`config.mk`:
```
export PLATFORM = sky130hd
export DESIGN_NAME = bram_playback_reader
export DESIGN_NICKNAME = d
export VERILOG_FILES = /design/src/rtl/bram_playback_pkg.sv /design/src/rtl/bram_playback_reader_sample_fifo.sv /design/src/rtl/bram_playback_reader.sv
export SDC_FILE = /design/constraint.sdc
export NUM_CORES = 1
export LEC_CHECK = 0
export ABC_AREA = 1
export ABC_CLOCK_PERIOD_IN_PS = 1970
export BUFFER_PORTS_ARGS = -buffer_cell sky130_fd_sc_hd__buf_2
export CAP_MARGIN = 20
export CELL_PAD_IN_SITES_DETAIL_PLACEMENT = 1
export CELL_PAD_IN_SITES_GLOBAL_PLACEMENT = 1
export CORE_UTILIZATION = 25
export CTS_BUF_LIST = sky130_fd_sc_hd__clkbuf_4
export CTS_CLUSTER_SIZE = 24
export DETAILED_ROUTE_END_ITERATION = 10
export HOLD_SLACK_MARGIN = 0.03
export PLACE_DENSITY_LB_ADDON = 0.1
export SETUP_SLACK_MARGIN = 0.05
export SYNTH_ARGS = -nofsm -noshare
export SYNTH_HDL_FRONTEND = slang
export SYNTH_SLANG_ARGS = --single-unit
export TNS_END_PERCENT = 50
```
`constraint.sdc`:
```
create_clock -name clk -period 1.97 [get_ports clk]
set_input_delay 0.2955 -clock clk [delete_from_list [all_inputs] [get_ports clk]]
set_output_delay 0.2955 -clock clk [all_outputs]
set_load 0.02 [all_outputs]
```
`src/rtl/bram_playback_pkg.sv`:
```
// Shared types and sizing helpers for the BRAM playback reader.
package bram_playback_pkg;

    typedef enum logic [1:0] {
        IDLE  = 2'd0,
        RUN   = 2'd1,
        DRAIN = 2'd2
    } state_e;

    // Two extra slots beyond the BRAM latency cover the issue->pop->credit return loop.
    function automatic int fifo_depth(input int read_latency);
        return read_latency + 2;
    endfunction

endpackage

```
`src/rtl/bram_playback_reader_sample_fifo.sv`:
```
// Synchronous FIFO whose head lives in an output register; the ring holds the
// remaining DEPTH-1 entries so total capacity equals DEPTH.
module sample_fifo #(
    parameter int WIDTH = 19,
    parameter int DEPTH = 5
) (
    input  logic             clk,
    input  logic             rst_n,
    input  logic             wr_en_i,
    input  logic [WIDTH-1:0] wr_data_i,
    input  logic             rd_ready_i,
    output logic             rd_valid_o,
    output logic [WIDTH-1:0] rd_data_o
);

    localparam int RING = DEPTH - 1;
    localparam int PW   = (RING > 1) ? $clog2(RING) : 1;
    localparam int CW   = $clog2(RING + 1);

    logic [WIDTH-1:0] ring_q [RING];
    logic [PW-1:0]    wr_ptr_q, wr_ptr_d, rd_ptr_q, rd_ptr_d;
    logic [CW-1:0]    count_q, count_d;
    logic             out_valid_q, out_valid_d;
    logic [WIDTH-1:0] out_data_q, out_data_d;
    logic             out_free, load_ring, load_wr, push_ring;

    function automatic logic [PW-1:0] next_ptr(input logic [PW-1:0] p);
        return (p == PW'(RING - 1)) ? '0 : p + 1'b1;
    endfunction

    assign out_free  = !out_valid_q || rd_ready_i;
    assign load_ring = out_free && (count_q != '0);
    // A write bypasses the ring only when the ring is empty, preserving order.
    assign load_wr   = out_free && (count_q == '0) && wr_en_i;
    assign push_ring = wr_en_i && !load_wr;

    always_comb begin
        out_valid_d = out_valid_q;
        out_data_d  = out_data_q;
        wr_ptr_d    = wr_ptr_q;
        rd_ptr_d    = rd_ptr_q;
        count_d     = count_q;
        if (out_free) begin
            out_valid_d = load_ring || load_wr;
            if (load_ring) begin
                out_data_d = ring_q[rd_ptr_q];
            end else if (load_wr) begin
                out_data_d = wr_data_i;
            end
        end
        if (push_ring) begin
            wr_ptr_d = next_ptr(wr_ptr_q);
        end
        if (load_ring) begin
            rd_ptr_d = next_ptr(rd_ptr_q);
        end
        case ({push_ring, load_ring})
            2'b10:   count_d = count_q + 1'b1;
            2'b01:   count_d = count_q - 1'b1;
            default: count_d = count_q;
        endcase
    end

    always_ff @(posedge clk or negedge rst_n) begin
        if (!rst_n) begin
            out_valid_q <= 1'b0;
            out_data_q  <= '0;
            wr_ptr_q    <= '0;
            rd_ptr_q    <= '0;
            count_q     <= '0;
        end else begin
            out_valid_q <= out_valid_d;
            out_data_q  <= out_data_d;
            wr_ptr_q    <= wr_ptr_d;
            rd_ptr_q    <= rd_ptr_d;
            count_q     <= count_d;
        end
    end

    always_ff @(posedge clk) begin
        if (push_ring) begin
            ring_q[wr_ptr_q] <= wr_data_i;
        end
    end

    assign rd_valid_o = out_valid_q;
    assign rd_data_o  = out_data_q;

endmodule

```
`src/rtl/bram_playback_reader.sv`:
```
// Streams BRAM words 0..last_addr onto an AXI-Stream master, optionally looping,
// with a credit counter sized so the output FIFO can never overflow.
module bram_playback_reader
    import bram_playback_pkg::*;
#(
    parameter int  DATA_WIDTH   = 18,
    parameter int  BRAM_DEPTH   = 1024,
    parameter int  READ_LATENCY = 3,
    localparam int AW           = $clog2(BRAM_DEPTH)
) (
    input  logic                  clk,
    input  logic                  rst_n,
    input  logic                  start,
    input  logic                  stop,
    input  logic                  loop_en,
    input  logic [AW-1:0]         last_addr,
    output logic                  busy,
    output logic                  done,
    output logic                  bram_en,
    output logic [AW-1:0]         bram_addr,
    input  logic [DATA_WIDTH-1:0] bram_dout,
    output logic [DATA_WIDTH-1:0] m_tdata,
    output logic                  m_tvalid,
    input  logic                  m_tready,
    output logic                  m_tlast
);

    localparam int FD = fifo_depth(READ_LATENCY);
    localparam int CW = $clog2(FD + 1);

    state_e                  state_q, state_d;
    logic [AW-1:0]           addr_q, addr_d, last_q, last_d;
    logic                    loop_q, loop_d;
    logic [CW-1:0]           credits_q, credits_d;
    logic [READ_LATENCY-1:0] tag_valid_q, tag_last_q;
    logic                    issue, handshake;
    logic [DATA_WIDTH:0]     fifo_dout;

    // Stream handshake: a beat transfers in any cycle with m_tvalid & m_tready high;
    // m_tdata/m_tlast hold steady while m_tvalid is high and m_tready is low.
    assign issue     = (state_q == RUN) && (credits_q < CW'(FD));
    assign handshake = m_tvalid && m_tready;
    assign bram_en   = issue;
    assign bram_addr = issue ? addr_q : '0;
    assign busy      = (state_q != IDLE);
    assign done      = (state_q == DRAIN) && (credits_q == '0);

    always_comb begin
        state_d = state_q;
        addr_d  = addr_q;
        last_d  = last_q;
        loop_d  = loop_q;
        case (state_q)
            IDLE: begin
                if (start) begin
                    state_d = RUN;
                    addr_d  = '0;
                    last_d  = last_addr;
                    loop_d  = loop_en;
                end
            end
            RUN: begin
                if (issue) begin
                    if (addr_q == last_q) begin
                        addr_d = '0;
                        if (!loop_q) state_d = DRAIN;
                    end else begin
                        addr_d = addr_q + 1'b1;
                    end
                end
                if (stop) state_d = DRAIN;
            end
            DRAIN: begin
                if (credits_q == '0) state_d = IDLE;
            end
            default: state_d = IDLE;
        endcase

        case ({issue, handshake})
            2'b10:   credits_d = credits_q + 1'b1;
            2'b01:   credits_d = credits_q - 1'b1;
            default: credits_d = credits_q;
        endcase
    end

    always_ff @(posedge clk or negedge rst_n) begin
        if (!rst_n) begin
            state_q     <= IDLE;
            addr_q      <= '0;
            last_q      <= '0;
            loop_q      <= 1'b0;
            credits_q   <= '0;
            tag_valid_q <= '0;
            tag_last_q  <= '0;
        end else begin
            state_q        <= state_d;
            addr_q         <= addr_d;
            last_q         <= last_d;
            loop_q         <= loop_d;
            credits_q      <= credits_d;
            // Tags ride alongside the BRAM pipeline so its output can be qualified.
            tag_valid_q[0] <= issue;
            tag_last_q[0]  <= (addr_q == last_q);
            for (int i = 1; i < READ_LATENCY; i++) begin
                tag_valid_q[i] <= tag_valid_q[i-1];
                tag_last_q[i]  <= tag_last_q[i-1];
            end
        end
    end

    sample_fifo #(
        .WIDTH (DATA_WIDTH + 1),
        .DEPTH (FD)
    ) u_fifo (
        .clk        (clk),
        .rst_n      (rst_n),
        .wr_en_i    (tag_valid_q[READ_LATENCY-1]),
        .wr_data_i  ({tag_last_q[READ_LATENCY-1], bram_dout}),
        .rd_ready_i (m_tready),
        .rd_valid_o (m_tvalid),
        .rd_data_o  (fifo_dout)
    );

    assign {m_tlast, m_tdata} = fifo_dout;

endmodule
```
# Word-level counts from Yosys, hierarchy flattened
# Memories as Yosys holds them, arrays and structs flattened.
# Index checks and enable logic that the tools add are counted.
dict set report totals {
  ff_bits 59
  mem_bits_rw 76
  output_inout_bits 33
  n_memories 1
}
dict set report classes {
  addsub 7
  order_cmp 1
  eq_ne 15
  n_mux 20
  n_reduce_logical 24
}
# memory depth word_bits rd rd_clocked_by_memory_dff wr line
set memory_table {}
lappend memory_table {u_fifo.ring_q 4 19 1 0 1 bram_playback_reader_sample_fifo.sv:20} ;# logic [WIDTH-1:0] ring_q [RING];
# operator n
set ops {}
lappend ops {{10-bit 2-to-1 mux} 4}
lappend ops {{19-bit 2-to-1 mux} 2}
lappend ops {{10-bit one-hot mux with 2 select lines} 1}
lappend ops {{2-bit 2-to-1 mux} 8}
lappend ops {{3-bit one-hot mux with 2 select lines} 2}
lappend ops {{10-bit by 1-bit adder with 10-bit output, second input constant} 1}
lappend ops {{10-bit equality test} 1}
lappend ops {{2-bit equality test, second input constant} 5}
lappend ops {{2-bit nonzero test} 5}
lappend ops {{1-bit logical AND} 7}
lappend ops {{3-bit by 1-bit adder with 3-bit output, second input constant} 2}
lappend ops {{2-bit by 1-bit equality test with 1-bit output, second input constant} 3}
lappend ops {{3-bit zero test} 2}
lappend ops {{3-bit != test, second input constant} 2}
lappend ops {{2-bit one-hot mux with 3 select lines} 1}
lappend ops {{3-bit by 1-bit subtractor with 3-bit output, second input constant} 2}
lappend ops {{5-bit AND reduction} 1}
lappend ops {{2-bit by 1-bit adder with 2-bit output, second input constant} 2}
lappend ops {{2-bit != test, second input constant} 2}
lappend ops {{2-bit AND reduction} 2}
lappend ops {{3-bit < comparator, second input constant} 1}
lappend ops {{3-bit by 2-bit != test with 1-bit output, second input constant} 1}
lappend ops {{3-bit AND reduction} 1}
lappend ops {{3-bit nonzero test} 1}
lappend ops {{other kinds (5)} 8}

# Longest topological paths before layout
dict set report logic_depth {
  ltp_word 8
  ltp_mapped 12
  ltp_nobuf 11
}

# Cells and area by module
# A second synthesis with hierarchy kept.
dict set report unflattened {
  hier_cells 621
  area_unflattened_um2 6075.8
}
# module instances cells_each area_per_inst_um2 seq_area_each_um2
set by_module_without_submodules {}
lappend by_module_without_submodules {sample_fifo 1 420 4359.2 2957.8}
lappend by_module_without_submodules {bram_playback_reader 1 201 1716.6 800.8}

# Worst setup path after synthesis
# No wires, ideal clock.
dict set report synth_timing {
  path_kind {register to register}
  from {register u_fifo.out_valid_q (netlist: u_fifo.rd_valid_o)}
  to {register u_fifo.count_q[2]}
  setup_time_ns 0.131
  t_arrival_ns 1.926
  required_ns 1.839
  slack_ns -0.087
  path_stages_with_launch 13
  n_path_buf 1
  synth_period_minus_slack_ns 2.057
  cell_sequence {dfrtp_1 inv_1 nor2_2 inv_1 nand2_2 buf_2 inv_1 ha_1 inv_1 fa_1 a21oi_1 o21ai_0 xor2_1}
}
dict set report synth_via {
  elab_chain_cells 8
  word_cells_on_any_way 11
  classes_between {2 x eq/ne; 1 x mux; 8 x reduce/logical}
}
# item line
set synth_lines {}
lappend synth_lines {{from (decl)} bram_playback_reader_sample_fifo.sv:23} ;# logic out_valid_q, out_valid_d;
lappend synth_lines {{from (signal assigned)} bram_playback_reader_sample_fifo.sv:72} ;# out_valid_q <= out_valid_d;
lappend synth_lines {{1-bit zero test *} bram_playback_reader_sample_fifo.sv:31} ;# assign out_free = !out_valid_q || rd_ready_i;
lappend synth_lines {{1-bit logical OR *} bram_playback_reader_sample_fifo.sv:31}
lappend synth_lines {{1-bit logical AND (2 in a row)} bram_playback_reader_sample_fifo.sv:34} ;# assign load_wr = out_free && (count_q == '0) && wr_en_i;
lappend synth_lines {{1-bit zero test} bram_playback_reader_sample_fifo.sv:35} ;# assign push_ring = wr_en_i && !load_wr;
lappend synth_lines {{1-bit logical AND} bram_playback_reader_sample_fifo.sv:35}
lappend synth_lines {{2-bit by 1-bit equality test with 1-bit output or 2-bit equality test (tied branches)} bram_playback_reader_sample_fifo.sv:57} ;# case ({push_ring, load_ring})
lappend synth_lines {{3-bit one-hot mux with 2 select lines or 2-bit nonzero test (tied branches)} n/a}
lappend synth_lines {{to (signal assigned)} bram_playback_reader_sample_fifo.sv:76} ;# count_q <= count_d;
lappend synth_lines {{to (decl)} bram_playback_reader_sample_fifo.sv:22} ;# logic [CW-1:0] count_q, count_d;
# Mark *: on every way between the ends. The rest lies on a longest branch, timed or not.
# A chain may end at the register's enable or synchronous reset.

# Final worst setup path
dict set report layout_timing {
  from {register credits_q[1]}
  to {output bram_addr[4]}
}
dict set report layout_via {
  elab_chain_cells 3
}
# item line
set layout_lines {}
lappend layout_lines {{from (decl)} bram_playback_reader.sv:34} ;# logic [CW-1:0] credits_q, credits_d;
lappend layout_lines {{from (signal assigned)} bram_playback_reader.sv:100} ;# credits_q <= credits_d;
lappend layout_lines {{3-bit < comparator} bram_playback_reader.sv:41} ;# assign issue = (state_q == RUN) && (credits_q < CW'(FD));
lappend layout_lines {{1-bit logical AND} bram_playback_reader.sv:41}
lappend layout_lines {{10-bit 2-to-1 mux} bram_playback_reader.sv:44} ;# assign bram_addr = issue ? addr_q : '0;
lappend layout_lines {{to (decl)} bram_playback_reader.sv:20} ;# output logic [AW-1:0] bram_addr,
# No other way between the ends.

==> results.txt <==
The detailed router placed 4,316 vias in this run. The first global-routing pass estimated 26,200 um of wire. Dividing the detail-routed via count by the number of cells gives 4.27. The tools report the post-route worst setup slack as -0.0210 ns. The die is 155 um wide.

For the hold violation total from the final report, the log shows 0. The worst hold-check path type was primary input to flop. In this run the worst path has a maximum fanout of 6.

The floorplan die area is 24,000 um2, and the static leakage is 3.04 nW. The initial antenna violation count came out at 0. The largest net degree at the start of global routing came out at 39.

The run finished, with violations left. Setup total negative slack on the finished layout was measured at -0.0896 ns. The final hold slack is 0.113 ns, and the biggest cell delay along the critical path is 0.47 ns. The via count of the first global-routing pass is 4,840. The critical path start-end classification was flop to primary output.

The run gives 0 as the number of inserted diodes. The share of total power dissipated in the clock network is 17.1%. Total of endpoints with negative setup slack in the final report: 9. The starting density of the core was 25.7%.

Switching power as a share of total power: 41.5%. Timing analysis after detailed placement gives a worst setup slack of -0.0117 ns. In this run the vertical extent of the chip is 155 um. The final worst-path cycle share works out to 101%. The layout cell share with drive strength beyond 1 was 23.8%. The areal power density over the cells came out at 1410 nW/um2.

For this design the total switching power over the nets is 0.00439 W. The fraction of synthesis flops using an asynchronous set or reset pin was 43.7%. The number of maximum-capacitance violations came out at 0. Number of DRC markers in iteration 0: 199. At the end of the flow, the number of nets in the layout was 729. Of the total power, combinational logic draws 43.9%. For this run, global-route usage on met2 was measured as 23.6%. Counting flops and latches in the post-synthesis netlist gives 135. The number of standard-cell rows in the floorplan was 55; the post-detailed-route wirelength per cell was 15.7 um. The run gives 135 as the total clock sinks. The finished cells cover 7510 um2. Sequential elements use 64.3% of the synthesized area. The logs give 0.00618 W for the cell-internal power and 15,900 um for the total detailed-routing wirelength. Registers are responsible for 39.0% of the overall power. The routing usage on met3 is 3.79%, and the remaining global-route overflow is 0. The TritonCTS buffer count was 17.

The cell sitting at the root of the clock tree is a sky130_fd_sc_hd__clkbuf_4. The final reports fail on negative setup slack. Routability-driven placement finished with a final weighted congestion of 0.720. The remaining antenna violation count was 0. The CTS clock-pin slew for the worst setup and hold paths is 0.12 ns. The critical path contains buffers and inverters numbering 2 combined.

The worst-case IR drop observed on VDD is 0.508 mV. The most frequent standard cell in the layout excluding fill and tap cells is sky130_fd_sc_hd__nor2_1. The tightest slew margin relative to the limit came out at 69.3%. The main flop type after synthesis is sky130_fd_sc_hd__edfxtp_1. TritonCTS built the clock tree. Data arrival time of the critical path: 1.70 ns. The Yosys step of the flow raised 0 warnings. The average cell area after synthesis is 10.3 um2. Once placement finished, the instance area stood at 6630 um2. Routing layer with the top usage in global route: met2. The number of nets handed over by synthesis was 609. After technology mapping, the gate count stands at 565.

After legalization and detailed placement, the total HPWL measured 10,100 um. The worst-margin pin slew is 0.460 ns. The library cells used most frequently in the layout, excluding fill and tap cells, are sky130_fd_sc_hd__nor2_1 (89), sky130_fd_sc_hd__nand2_1 (81), sky130_fd_sc_hd__edfxtp_1 (76). The logs give 14.4% for the overall fraction of global-route tracks in use and 0.0106 W for the total chip power. After floorplanning, the core was sized to cover 22,800 um2. For the total standard cell area after synthesis, the log shows 5850 um2. The area growth from synthesis to final layout works out to 28.6%. The clock reaches the later pin of the worst-skew pair after 0.53 ns.

The count of flip-flops with a built-in enable after synthesis was 76; the maximum clock frequency was 502 MHz. Traced cell by cell, the critical path runs through o21ai_4, nand2_4, buf_12, nor2_4, buf_6. Setup repair after global routing could not meet its margin everywhere.

The run gives 2 as the deepest clock path buffer count. Global routing consumed, on the met1 layer, 18.6% of the routing resources. 67 I/O pins were placed. The run gives 0 as the number of max-slew violations in the final report.

CTS built an H-tree with a depth of 4. Input and output buffers added on the ports amount to 66. After detailed routing, the number of remaining DRC violations is 0. Grouping stages by cell kind, the critical path spends the most delay in flip-flops. On the critical path, the stage with the largest delay is an instance of sky130_fd_sc_hd__dfrtp_2.

At the worst endpoint, the required time is 1.67 ns. The worst setup path is captured at a primary output. The shortest period the worst path allows came out at 1.99 ns. The run gives 0.0191 ns as the largest clock skew in the final design. Counting distinct cell types in the post-synthesis netlist gives 33.

The tools report the startpoint class of the critical path as a flop. The number of detailed-routing iterations run before antenna repair was 4.
-- registers in the layout (all words and copies together) (netlist names) --
| name | cells |
|---|---|
| u_fifo.rd_data_o | 19 |
| addr_q | 10 |
| u_fifo.wr_ptr_q | 2 |
| u_fifo.count_q | 3 |
| credits_q | 3 |
| last_q | 10 |
| u_fifo.rd_valid_o | 1 |
| u_fifo.ring_q | 76 |
| loop_q | 1 |
| tag_last_q | 3 |
| tag_valid_q | 3 |
| state_q | 2 |
| u_fifo.rd_ptr_q | 2 |
-- final cells by class --
cell class              count  area, um2
clock inverters            14        135
clock buffers              18        135
fillers                  2582      15300
well taps                 313        392
multi-input cells         361       1880
inverters                  46        180
flip-flops and latches    135       3760
repair buffers            124       1030
-- cells by family (layout without fill, tap and decap cells) --
kind of cell	count (synthesis)	count (layout)	synth area share, %
adder cells (fa/ha/maj)	10	10	2.40
flip-flops	135	135	64.3
AND/OR/NAND/NOR	211	211	14.8
buffers and inverters	69	202	5.52
XOR/XNOR	11	11	1.65
AO/OA/AOI/OAI	129	129	11.3
-- through the flow --
stage,cells,util [%]
after floorplan,565,-
final,1011,33.0
after global placement,938,29.1
after CTS,1009,32.8
after detailed placement,938,29.1
after global routing,1011,33.0
-- power by group through the flow --
stage | registers, W | clock network [W] | logic (W)
6_report | 0.00412 | 0.00181 | 0.00464
5_1_grt | 0.00421 | 0.00203 | 0.00529
4_1_cts | 0.00411 | 0.00192 | 0.00469
3_5_place_dp | 0.00416 | 0 | 0.00427
3_3_place_gp | 0.00414 | 0 | 0.00418
2_1_floorplan | 0.00432 | 0 | 0.00264
-- worst paths after layout --
check                             startpoint                   end  slack, ns  cells past startpoint
max                             credits_q[1]          bram_addr[4]      -0.02                      5
min                                 m_tready     u_fifo.rd_valid_o       0.11                      4
max reg2reg                u_fifo.count_q[1]     u_fifo.count_q[2]       0.04                      9
min reg2reg                    tag_last_q[1]         tag_last_q[2]       0.36                      0
max in group asynchronous              rst_n  u_fifo.rd_data_o[10]       1.11                      3
min in group asynchronous              rst_n             last_q[0]       0.23                      2
-- cell usage after synthesis (4+ instances only) --
| cell type | count | area [um2] |
|---|---|---|
| sky130_fd_sc_hd__nor2_1 | 99 | 372 |
| sky130_fd_sc_hd__nand2_1 | 82 | 308 |
| sky130_fd_sc_hd__inv_1 | 41 | 154 |
| sky130_fd_sc_hd__o21ai_1 | 19 | 95.1 |
| sky130_fd_sc_hd__xnor2_1 | 7 | 61.3 |
| sky130_fd_sc_hd__ha_1 | 8 | 100 |
| sky130_fd_sc_hd__nand2_2 | 5 | 31.3 |
| sky130_fd_sc_hd__dfrtp_1 | 59 | 1480 |
| sky130_fd_sc_hd__clkbuf_1 | 7 | 26.3 |
| sky130_fd_sc_hd__buf_6 | 5 | 56.3 |
| sky130_fd_sc_hd__buf_2 | 9 | 45.0 |
| sky130_fd_sc_hd__nand3_1 | 10 | 50.1 |
| sky130_fd_sc_hd__nor2_2 | 6 | 37.5 |
| sky130_fd_sc_hd__a21oi_1 | 49 | 245 |
| sky130_fd_sc_hd__inv_2 | 5 | 18.8 |
| sky130_fd_sc_hd__o21ai_0 | 55 | 275 |
| sky130_fd_sc_hd__edfxtp_1 | 76 | 2280 |
| sky130_fd_sc_hd__xor2_1 | 4 | 35.0 |
-- layer usage --
layer  part of all wire [%]  wire, um
met5                   0.17        27
met4                   0.99       157
met3                    2.7       425
met1                     47      7500
met2                     49      7750
-- worst register-to-register path: stages, from the launching register on --
cell and delay [ns]:
sky130_fd_sc_hd__dfrtp_1 0.39, sky130_fd_sc_hd__inv_1 0.11, sky130_fd_sc_hd__nand3_2 0.13, sky130_fd_sc_hd__o21ai_2 0.16, sky130_fd_sc_hd__ha_1 0.17, sky130_fd_sc_hd__inv_1 0.07
sky130_fd_sc_hd__fa_1 0.39, sky130_fd_sc_hd__a21oi_1 0.15, sky130_fd_sc_hd__o21ai_1 0.10, sky130_fd_sc_hd__xor2_1 0.16
-- timing repair --
item | 4_1_cts | 5_1_grt
hold endpoints to repair | 99 | 0
pin swaps | 2 | 2
gates resized for setup | 57 | 8
hold buffers | 31 | 0
endpoints found under the setup margin | 13 | 15
buffers inserted | 7 | 2
cloned | 1 | 0
(Power assumes the default switching activity.)
